## config.mk

```make
export PLATFORM = sky130hd
export DESIGN_NAME = serial_tx_clkdiv
export DESIGN_NICKNAME = d
export VERILOG_FILES = /design/src/rtl/serial_tx_clkdiv.sv
export SDC_FILE = /design/constraint.sdc
export NUM_CORES = 1
export LEC_CHECK = 0
export CORE_MARGIN = 2
export CORE_UTILIZATION = 53
export CTS_CLUSTER_SIZE = 30
export DETAILED_ROUTE_END_ITERATION = 7
export GPL_TIMING_DRIVEN = 0
export PLACE_DENSITY = 0.82
export SKIP_CTS_REPAIR_TIMING = 1
export SLEW_MARGIN = 40
export SYNTH_ARGS = -nofsm -noshare
export SYNTH_HDL_FRONTEND = slang
export SYNTH_SLANG_ARGS = --single-unit
```

## constraint.sdc

```tcl
create_clock -name in_clk -period 2.8 [get_ports in_clk]
set_input_delay 0.56 -clock in_clk [delete_from_list [all_inputs] [get_ports in_clk]]
set_output_delay 0.56 -clock in_clk [all_outputs]
set_load 0.05 [all_outputs]
```

## src/rtl/serial_tx_clkdiv.sv

```systemverilog
// serial_tx_clkdiv
// Serial transmitter that sits just downstream of the clock generator. The
// divided clock from the generator is treated as an ordinary signal in the
// in_clk domain. Its falling edges are detected and used as a strobe. Each
// parallel word is shifted out MSB- or LSB-first. A gated copy of the divided
// clock is also driven out, for SPI-style peripherals that sample on the
// rising edge. Every output is a register clocked by in_clk.
//
// Ports:
//   in_clk          main clock
//   in_rst          synchronous active-high reset
//   in_serial_clk   divided clock from the generator (same domain as in_clk)
//   in_enable       level request to transmit in_parallel
//   in_parallel     word to send, sampled only when a word is loaded
//   out_ready       1 while idle with nothing pending
//   out_word_done   one-cycle pulse after the last bit of a word is shifted
//   out_serial      serial data, changes only after falling strobe edges
//   out_serial_clk  serial clock to the peripheral, idles at its inactive level
module serial_tx_clkdiv #(
  parameter int BITS                 = 8,
  parameter bit LOWBIT_FIRST         = 1'b0,
  parameter bit SERIAL_CLK_INACTIVE  = 1'b1,
  parameter bit SERIAL_DATA_INACTIVE = 1'b0
) (
  input  logic            in_clk,
  input  logic            in_rst,
  input  logic            in_serial_clk,
  input  logic            in_enable,
  input  logic [BITS-1:0] in_parallel,
  output logic            out_ready,
  output logic            out_word_done,
  output logic            out_serial,
  output logic            out_serial_clk
);

  localparam int             CW       = $clog2(BITS);
  localparam logic [CW-1:0]  LAST_BIT = CW'(BITS - 1);

  typedef enum logic {
    IDLE,
    TRANSMIT
  } state_t;

  state_t          state;
  logic [BITS-1:0] shift_reg;
  logic [CW-1:0]   bit_count;
  logic            clk_prev;
  logic            fall;
  logic            first_bit;
  logic            next_bit;
  logic [BITS-1:0] shifted;

  // A falling edge of the divided clock is the only event that moves data.
  // The shift direction is fixed by LOWBIT_FIRST. The bit that goes out
  // next is always the one adjacent to the bit currently on the line.
  assign fall      = clk_prev & ~in_serial_clk;
  assign first_bit = LOWBIT_FIRST ? in_parallel[0] : in_parallel[BITS-1];
  assign next_bit  = LOWBIT_FIRST ? shift_reg[1]   : shift_reg[BITS-2];
  assign shifted   = LOWBIT_FIRST ? (shift_reg >> 1) : (shift_reg << 1);

  // Main transmit state machine. The serial clock output is passed through
  // with one in_clk of delay. That delay matches the delay of the data
  // register, so a bit change on out_serial lines up with the falling edge
  // of out_serial_clk. When a word ends with in_enable still high, the next
  // word is loaded on the same fall. No idle clock period is inserted.
  always_ff @(posedge in_clk) begin
    if (in_rst) begin
      state          <= IDLE;
      out_ready      <= 1'b1;
      out_word_done  <= 1'b0;
      out_serial     <= SERIAL_DATA_INACTIVE;
      out_serial_clk <= SERIAL_CLK_INACTIVE;
      bit_count      <= '0;
      shift_reg      <= '0;
      clk_prev       <= SERIAL_CLK_INACTIVE;
    end else begin
      clk_prev      <= in_serial_clk;
      out_word_done <= 1'b0;
      case (state)
        IDLE: begin
          out_serial     <= SERIAL_DATA_INACTIVE;
          out_serial_clk <= SERIAL_CLK_INACTIVE;
          out_ready      <= 1'b1;
          if (fall && in_enable) begin
            shift_reg      <= in_parallel;
            bit_count      <= '0;
            out_serial     <= first_bit;
            out_serial_clk <= in_serial_clk;
            out_ready      <= 1'b0;
            state          <= TRANSMIT;
          end
        end
        TRANSMIT: begin
          out_serial_clk <= in_serial_clk;
          if (fall) begin
            if (bit_count != LAST_BIT) begin
              shift_reg  <= shifted;
              bit_count  <= bit_count + 1'b1;
              out_serial <= next_bit;
            end else begin
              out_word_done <= 1'b1;
              if (in_enable) begin
                shift_reg  <= in_parallel;
                bit_count  <= '0;
                out_serial <= first_bit;
              end else begin
                state          <= IDLE;
                out_ready      <= 1'b1;
                out_serial     <= SERIAL_DATA_INACTIVE;
                out_serial_clk <= SERIAL_CLK_INACTIVE;
              end
            end
          end
        end
        default: state <= IDLE;
      endcase
    end
  end

endmodule

```

# Yosys cells after proc, flatten, opt, wreduce, memory -nomap -nowiden
# Cells that the tools add are included.
# word_totals
elab_cells	54
mem_count	0
latchBits	0
input_bits	12
register_bits	16
mem_bits_ro	0
mem_bits_rw	0
# op_classes
n_mul	0
mux	31
n_addsub	1
shift	0
bitwise	4
eq_ne	6
div_mod_pow	0
n_reduce_logical	4
order_cmp	0
# ops
cell	count
$mux 7	4
$mux 1	17
$pmux 7 s2	1
$mux 3	4
$pmux 1 s2	4
$ne 2x2->1 const B	3
$pmux 3 s2	1
$reduce_and 3->1	2
$add 3x1->3 const B	1
$ne 3x2->1 const B	1
$ne 3x3->1 const B	1
$not 1->1	3
$reduce_or 3->1	1
$ne 2x1->1 const B	1
$and 1x1->1	1
$logic_and 1x1->1	1

# Logic depth before layout (Yosys ltp)
# Gate-level depths: netlist (run 1).
# depth
depth_word	5
mapped_depth	7

# Worst setup path after synthesis (run 1)
# No wires, ideal clock.
# synth_path
path_kind	register -> register
startpoint	register bit_count[0]
endpoint	register shift_reg[3]
synth_period_minus_slack_ns	1.433
setup_ns	0.122
setup_slack_ns	1.367
path_stages_with_launch	8
required_time_ns	2.678
arrival_time_ns	1.312
path_cell_list	dfxtp_1 ha_1 ha_1 nor2b_4 buf_6 buf_12 mux2i_1 a21oi_1
# synth_via
elab_chain_len	4
word_cells_on_any_way	6
classes_between	eq/ne (2); mux (3); reduce/logical (1)
# synth_lines
element	line	rtl
from (decl)	46	logic [CW-1:0] bit_count;
from (signal assigned)	98	bit_count <= bit_count + 1'b1;
$ne 3x3->1 *	96	if (bit_count != LAST_BIT) begin
$mux 7	96	
$mux 7	95	if (fall) begin
$pmux 7 s2	79	case (state)
to (signal assigned)	85	shift_reg <= in_parallel;
to (signal assigned)	97	shift_reg <= shifted;
to (signal assigned)	103	shift_reg <= in_parallel;
to (decl)	45	logic [BITS-1:0] shift_reg;
# Mark *: on every way between the ends. The rest lies on a longest branch, timed or not. The select of a mux whose other input is x is not followed.
# A chain may end at the register's enable or synchronous reset.

# Final worst setup path (run 1)
# layout_path
startpoint	register out_ready
endpoint	output port out_ready
# layout_rtl
element	line	rtl
from (decl)	30	output logic out_ready,
from (signal assigned)	69	out_ready <= 1'b1;
from (signal assigned)	83	out_ready <= 1'b1;
from (signal assigned)	89	out_ready <= 1'b0;
# No word-level cell between the ends.

==> impl_metrics.py, run 1 <==
metrics = {
    "timing": {
        "finalCritPeriodShare_pct": 70.28,
        "fin_ws_ns": 0.8321,
        "grt_setup_unrepaired": "no",
        "setup_viol": 0,
        "worst_pin_slew_ns": 0.4936,
        "slew_viol_final": 0,
        "relSlewSlack_pct": 66.99,
        "fmax_mhz": 508.2,
        "hold_viol_final": 0,
        "setup_tns_ns": 0,
        "clock_skew_ns": 0.002172,
        "timing.final.crit_period_ns": 1.968,
    },
    "placed_design": {
        "port_buffers": 15,
        "post-place-ws_ns": 0.7733,
        "dp_hpwl_um": 1183,
        "place_congestion": 0.7190,
        "placedCellCount": 115,
    },
    "pwr": {
        "p_leak_nw": 0.3951,
        "p_switching_mw": 0.1167,
        "total_power_mw": 0.4538,
        "pwr-share-comb_pct": 20.1,
        "intPower_mw": 0.3370,
        "swShare_pct": 25.72,
        "seqPwrFrac_pct": 54.3,
        "clkPwrFrac_pct": 25.6,
        "cellPowerDensity_mw_per_mm2": 451.6,
        "peakVddDrop_mv": 0.2873,
    },
    "cells_and_area": {
        "nNetsFinal": 119,
        "area_growth_pct": 23.73,
        "fill_cells": 138,
        "seq_area_um2": 320.3,
        "largest_reg_flops": 7,
        "n_antenna_cell": 0,
        "final_cells": 118,
        "multi_input_area_um2": 426.7,
        "drive_gt1_share_pct": 15.69,
    },
    "synthesis": {
        "synth_fp_nets": 99,
        "synth_cell_type_count": 29,
        "synth-seq-cells": 16,
        "muxShareOfSynthArea_pct": 11.09,
        "synth-compound-area-share_pct": 18.49,
        "synth.cell_area_um2": 812.0,
        "seq_area_frac_synth_pct": 39.45,
        "synth_top_family_by_area": "compound AO/OA/AOI/OAI gates",
        "yosys.area_share.simple_pct": 18.34,
        "syn_area_per_cell_um2": 9.667,
        "synth-xor-area-share_pct": 0,
        "synthCells": 84,
        "yosys.area_share.adder_pct": 4.622,
        "yosysWarnings": 0,
    },
    "clock_network": {
        "root_buffer": "clkbuf_4",
        "cts_tree": "yes",
        "cts_buffer_depth": 2,
        "numCtsBuffers": 3,
        "cts_sinks": 16,
        "clk_latency_ns": 0.28,
        "clk_pin_slew_ns": 0.09,
        "htreeDepth": 1,
    },
    "route": {
        "drt-pass1-iter-count": 4,
        "routedWlPerCell_um": 13.71,
        "via_count": 672,
        "drt_iter0_markers": 24,
        "finalWirelength_um": 1618,
        "drtAntennaViolNets": 0,
        "drc": 0,
        "vias_per_cell": 5.695,
    },
    "floorplan": {
        "boundaryPins": 16,
        "core_mm2": 0.001471,
        "die_w_um": 43.14,
        "rows": 14,
        "die_h_um": 43.14,
        "start_util_pct": 55.19,
        "dieArea_mm2": 0.001861,
    },
    "global_route": {
        "grt_max_degree": 11,
        "grt_pass1_wl_um": 2780,
        "antenna_found_initial": 0,
        "grt_usage_pct": 20.07,
        "grt-ovfl-total": 0,
        "grt_pass1_vias": 632,
    },
    "worst_setup_path": {
        "critPathKind": "register to output port",
        "path_delay_family": "buffers and inverters",
        "cp_max_fo": 2,
        "critPathRequiredTime_ns": 2.24,
        "reg2reg_slack_ns": 1.25,
        "reg2reg_from": "bit_count[0]",
        "worstReg2RegEnd": "shift_reg[5]",
        "cp.arrival_ns": 1.41,
        "worstSetupStartpointType": "register",
        "cp_cell_sequence": "clkdlybuf4s50_1",
        "critPathBufInv": 1,
        "cp-end-kind": "output port",
        "max_stage_delay_ns": 0.80,
        "cp_slowest_cell": "clkdlybuf4s50_1",
        "ff2ff_path_depth": 7,
    },
    "min_path": {
        "holdPathStages": 2,
        "hold_end": "bit_count[1]",
        "hp-start": "bit_count[1]",
        "holdCritPathClass": "register to register",
    },
    "status": {
        "outcome": "finished, final reports clean",
    },
    "run": {
        "drv_cap": 0,
    },
}
[power groups by stage]
stage	clock network (mW)	registers, mW	logic, mW
after floorplan	0	0.257	0.0526
after global routing	0.128	0.248	0.0997
final	0.116	0.246	0.0914
after global placement	0	0.250	0.0891
after detailed placement	0	0.251	0.0906
after CTS	0.122	0.246	0.0911
[how the worst max path moves through the flow]
| stage | from | end | slack [ns] | cells past startpoint |
|---|---|---|---|---|
| final | out_ready | out_ready | 0.83 | 1 |
| after global routing | out_ready | out_ready | 0.78 | 1 |
| after CTS | out_ready | out_ready | 0.82 | 1 |
| after detailed placement | in_enable | out_serial_clk | 0.77 | 4 |
| after global placement | in_enable | out_serial_clk | 0.75 | 4 |
| after floorplan | bit_count[0] | shift_reg[3] | 1.37 | 7 |
[logic make-up (layout without fill, tap and decap cells)]
family,count (synthesis),after routing
flops,16,16
compound gates,22,22
simple gates,26,26
mux,9,9
buf+inv,8,26
fa+ha+maj,3,3
[area by class of cell]
class | count | share of cell area, %
plain buffers | 6 | 5.729
clock buffers | 3 | 2.242
inverters | 2 | 0.7472
multi-input cells | 60 | 42.47
flip-flops and latches | 16 | 31.88
well taps | 16 | 1.993
repair buffers | 15 | 14.94
[metal layers]
| layer | global-route usage, % | wire (um) | part of all wire, % | vias up |
|---|---|---|---|---|
| li1 | - | - | - | 342 |
| met1 | 26.25 | 771 | 48 | 314 |
| met2 | 31.64 | 782 | 48 | 14 |
| met3 | 2.553 | 54 | 3.3 | 2 |
| met4 | 10.91 | 9 | 0.56 | 0 |
| met5 | 0 | 0 | 0 | - |
[synthesized netlist by cell type]
master / count / area (um^2)
nor4_1: 1 / 6.260
buf_6: 2 / 22.52
a21oi_1: 7 / 35.03
o21a_1: 1 / 7.510
buf_12: 1 / 20.02
nand4_1: 1 / 6.260
a21o_1: 1 / 7.510
o21ai_1: 1 / 5.000
a32o_1: 1 / 10.01
mux2i_1: 9 / 90.09
o21ai_0: 2 / 10.01
nand3b_1: 1 / 7.510
a22oi_1: 1 / 7.510
nand2_1: 6 / 22.52
clkbuf_1: 2 / 7.510
nor2b_1: 2 / 12.51
o211ai_1: 2 / 15.01
dfxtp_1: 16 / 320.3
or2_2: 8 / 50.05
nand2b_1: 1 / 6.260
ha_1: 3 / 37.54
inv_1: 2 / 7.510
buf_4: 1 / 7.510
o221ai_1: 6 / 52.55
nor3_1: 1 / 5.000
nor2_1: 2 / 7.510
and3_1: 1 / 6.260
nand3_1: 1 / 5.000
nor2b_4: 1 / 13.76
[through the flow]
stage,util (%),area [um^2],hold WS (ns)
floorplan,-,812.0,0.4381
global placement,66.75,982.2,0.4488
detailed placement,66.75,982.2,0.4607
CTS,68.28,1005,0.4732
global route,68.28,1005,0.4951
finish,68.28,1005,0.4691
[placed cells by master (no fill, tap or decap), drive strengths merged, types with 2 or more instances in the layout]
cell           instances
dfxtp                 16
clkdlybuf4s50         15
mux2i                  9
or2                    8
a21oi                  7
o221ai                 6
nand2                  6
clkbuf                 5
buf                    4
ha                     3
nor2b                  3
o21ai                  3
inv                    2
o211ai                 2
nor2                   2
No activity file was read; power rests on OpenSTA's default activity.
==> inputs of run 2 (changes only) <==
--- a/config.mk
+++ b/config.mk
@@ -5,12 +5,13 @@
 export SDC_FILE = /design/constraint.sdc
 export NUM_CORES = 1
 export LEC_CHECK = 0
+export CORE_ASPECT_RATIO = 1.25
 export CORE_MARGIN = 2
-export CORE_UTILIZATION = 53
+export CORE_UTILIZATION = 49
 export CTS_CLUSTER_SIZE = 30
 export DETAILED_ROUTE_END_ITERATION = 7
 export GPL_TIMING_DRIVEN = 0
-export PLACE_DENSITY = 0.82
+export PLACE_DENSITY = 0.76
 export SKIP_CTS_REPAIR_TIMING = 1
 export SLEW_MARGIN = 40
 export SYNTH_ARGS = -nofsm -noshare
==> constraint.sdc (replaced) <==
create_clock -name in_clk -period 2.05 [get_ports in_clk]
set_input_delay 0.41 -clock in_clk [delete_from_list [all_inputs] [get_ports in_clk]]
set_output_delay 0.41 -clock in_clk [all_outputs]
set_load 0.05 [all_outputs]
==> run 2 against run 1 <==
Against the previous run:
- sequential share of layout area shrank 0.51 points
- via count up 0.45%
- total power grew 48%
- hold slack improved by 0.00087 ns
- count of clock-buffer cells in the layout up 1
- sequential power is 37% higher
- highest routed layer unchanged
- combinational power increased by 35%
- largest cell class unchanged
==> impl_metrics.py, run 2 (synthesized netlist as in run 1, its figures left out) <==
metrics = {
    "min_path": {
        "hp-start": "shift_reg[0]",
        "holdCritPathClass": "register to register",
    },
    "cells_and_area": {
        "final_cells": 121,
        "seq_area_um2": 320.3,
        "final_common_cell": "dfxtp_1",
        "multi_input_area_um2": 426.7,
        "n_antenna_cell": 0,
        "drive_gt1_share_pct": 16.50,
        "nNetsFinal": 119,
        "fill_cells": 139,
        "layout_common_cells": "dfxtp_1, clkdlybuf4s50_1, mux2i_1",
        "area_growth_pct": 25.73,
        "largest_reg_flops": 7,
    },
    "worst_setup_path": {
        "ff2ff_path_depth": 7,
        "cp_max_fo": 2,
        "cp_slowest_cell": "clkdlybuf4s50_1",
        "cp-end-kind": "output port",
        "worstSetupStartpointType": "register",
        "cp.arrival_ns": 1.44,
        "critPathRequiredTime_ns": 1.64,
        "reg2reg_from": "bit_count[0]",
        "worstReg2RegEnd": "shift_reg[3]",
        "crit_cells": 1,
        "critPathLaunch": "out_ready",
        "crit_path_end": "out_ready",
        "critPathKind": "register to output port",
        "cp_cell_sequence": "clkdlybuf4s50_1",
        "critPathBufInv": 1,
        "reg2reg_slack_ns": 0.46,
        "max_stage_delay_ns": 0.80,
        "path_delay_family": "buffers and inverters",
    },
    "global_route": {
        "grt_pass1_vias": 614,
        "grt-ovfl-total": 0,
        "grt_max_degree": 11,
        "grt_pass1_wl_um": 2559,
        "grt_usage_pct": 18.35,
        "antenna_found_initial": 0,
    },
    "timing": {
        "hold_viol_final": 0,
        "worst_pin_slew_ns": 0.4923,
        "grt_setup_unrepaired": "no",
        "timing.final.crit_period_ns": 1.853,
        "finalCritPeriodShare_pct": 90.41,
        "setup_tns_ns": 0,
        "slew_viol_final": 0,
        "fmax_mhz": 539.5,
        "relSlewSlack_pct": 67.07,
        "clock_skew_ns": 0.003856,
        "setup_viol": 0,
    },
    "floorplan": {
        "dieArea_mm2": 0.002001,
        "die_w_um": 40.41,
        "die_h_um": 49.52,
        "boundaryPins": 16,
        "start_util_pct": 52.00,
        "core_mm2": 0.001562,
        "rows": 16,
    },
    "clock_network": {
        "clk_pin_slew_ns": 0.09,
        "htreeDepth": 1,
        "numCtsBuffers": 3,
        "clk_latency_ns": 0.29,
        "cts_sinks": 16,
        "cts_tree": "yes",
        "root_buffer": "clkbuf_4",
        "cts_buffer_depth": 2,
    },
    "pwr": {
        "cellPowerDensity_mw_per_mm2": 656.0,
        "p_leak_nw": 0.4022,
        "peakVddDrop_mv": 0.5471,
    },
    "route": {
        "finalWirelength_um": 1613,
        "vias_per_cell": 5.579,
        "via_count": 675,
        "routedWlPerCell_um": 13.33,
        "wl_met3_um": 68,
        "drc": 0,
        "met1_length_um": 700,
        "drt_iter0_markers": 18,
        "drt-pass1-iter-count": 5,
        "drtAntennaViolNets": 0,
        "highest_layer": "met4",
        "dr_wl_met2_um": 794,
    },
    "status": {
        "outcome": "finished, final reports clean",
    },
    "placed_design": {
        "place_congestion": 0.7580,
        "placedCellCount": 117,
        "port_buffers": 15,
        "dp_hpwl_um": 1169,
    },
    "run": {
        "drv_cap": 0,
    },
}
[run 2: area by class of cell]
class                   count  area share [%]
well taps                  18           2.206
flip-flops and latches     16           31.37
clock buffers               4           3.554
multi-input cells          60           41.79
plain buffers               6           5.637
repair buffers             15           14.71
inverters                   2          0.7353
[run 2: report_power, final]
part	switching, mW	internal, mW
Sequential	0.0105	0.326
Clock	0.101	0.108
Combinational	0.0570	0.0664
[run 2: per-stage QoR]
| stage | setup slack, ns | util [%] | instance area (um^2) | hold slack (ns) | power (mW) |
|---|---|---|---|---|---|
| finish | 0.1966 | 65.38 | 1021 | 0.4700 | 0.6697 |
| global placement | 0.1737 | 63.06 | 984.7 | 0.4492 | 0.4648 |
| CTS | 0.1895 | 65.38 | 1021 | 0.4760 | 0.6749 |
| detailed placement | 0.1851 | 63.06 | 984.7 | 0.4627 | 0.4662 |
| floorplan | 0.6167 | - | 812.0 | 0.4381 | 0.4228 |
| global route | 0.1604 | 65.38 | 1021 | 0.5085 | 0.7001 |
[run 2: routing by layer]
metal  GRT usage, %  vias to the layer above
met3          2.703                        7
met2          28.84                       18
li1               -                      343
met4          10.00                        0
met5              0                        -
met1          22.77                      307
[run 2: worst min-delay path by stage]
stage                               to  cells after the start
final                     shift_reg[0]                      2
after detailed placement  shift_reg[0]                      2
after floorplan           shift_reg[0]                      2
after CTS                 shift_reg[0]                      2
after global placement    shift_reg[0]                      2
after global routing      shift_reg[0]                      2
[run 2: tightest hold or removal path, cell delays in order (launching register included)]
cell and delay (ns):
dfxtp_1 0.32, nand2_1 0.05, mux2i_1 0.06
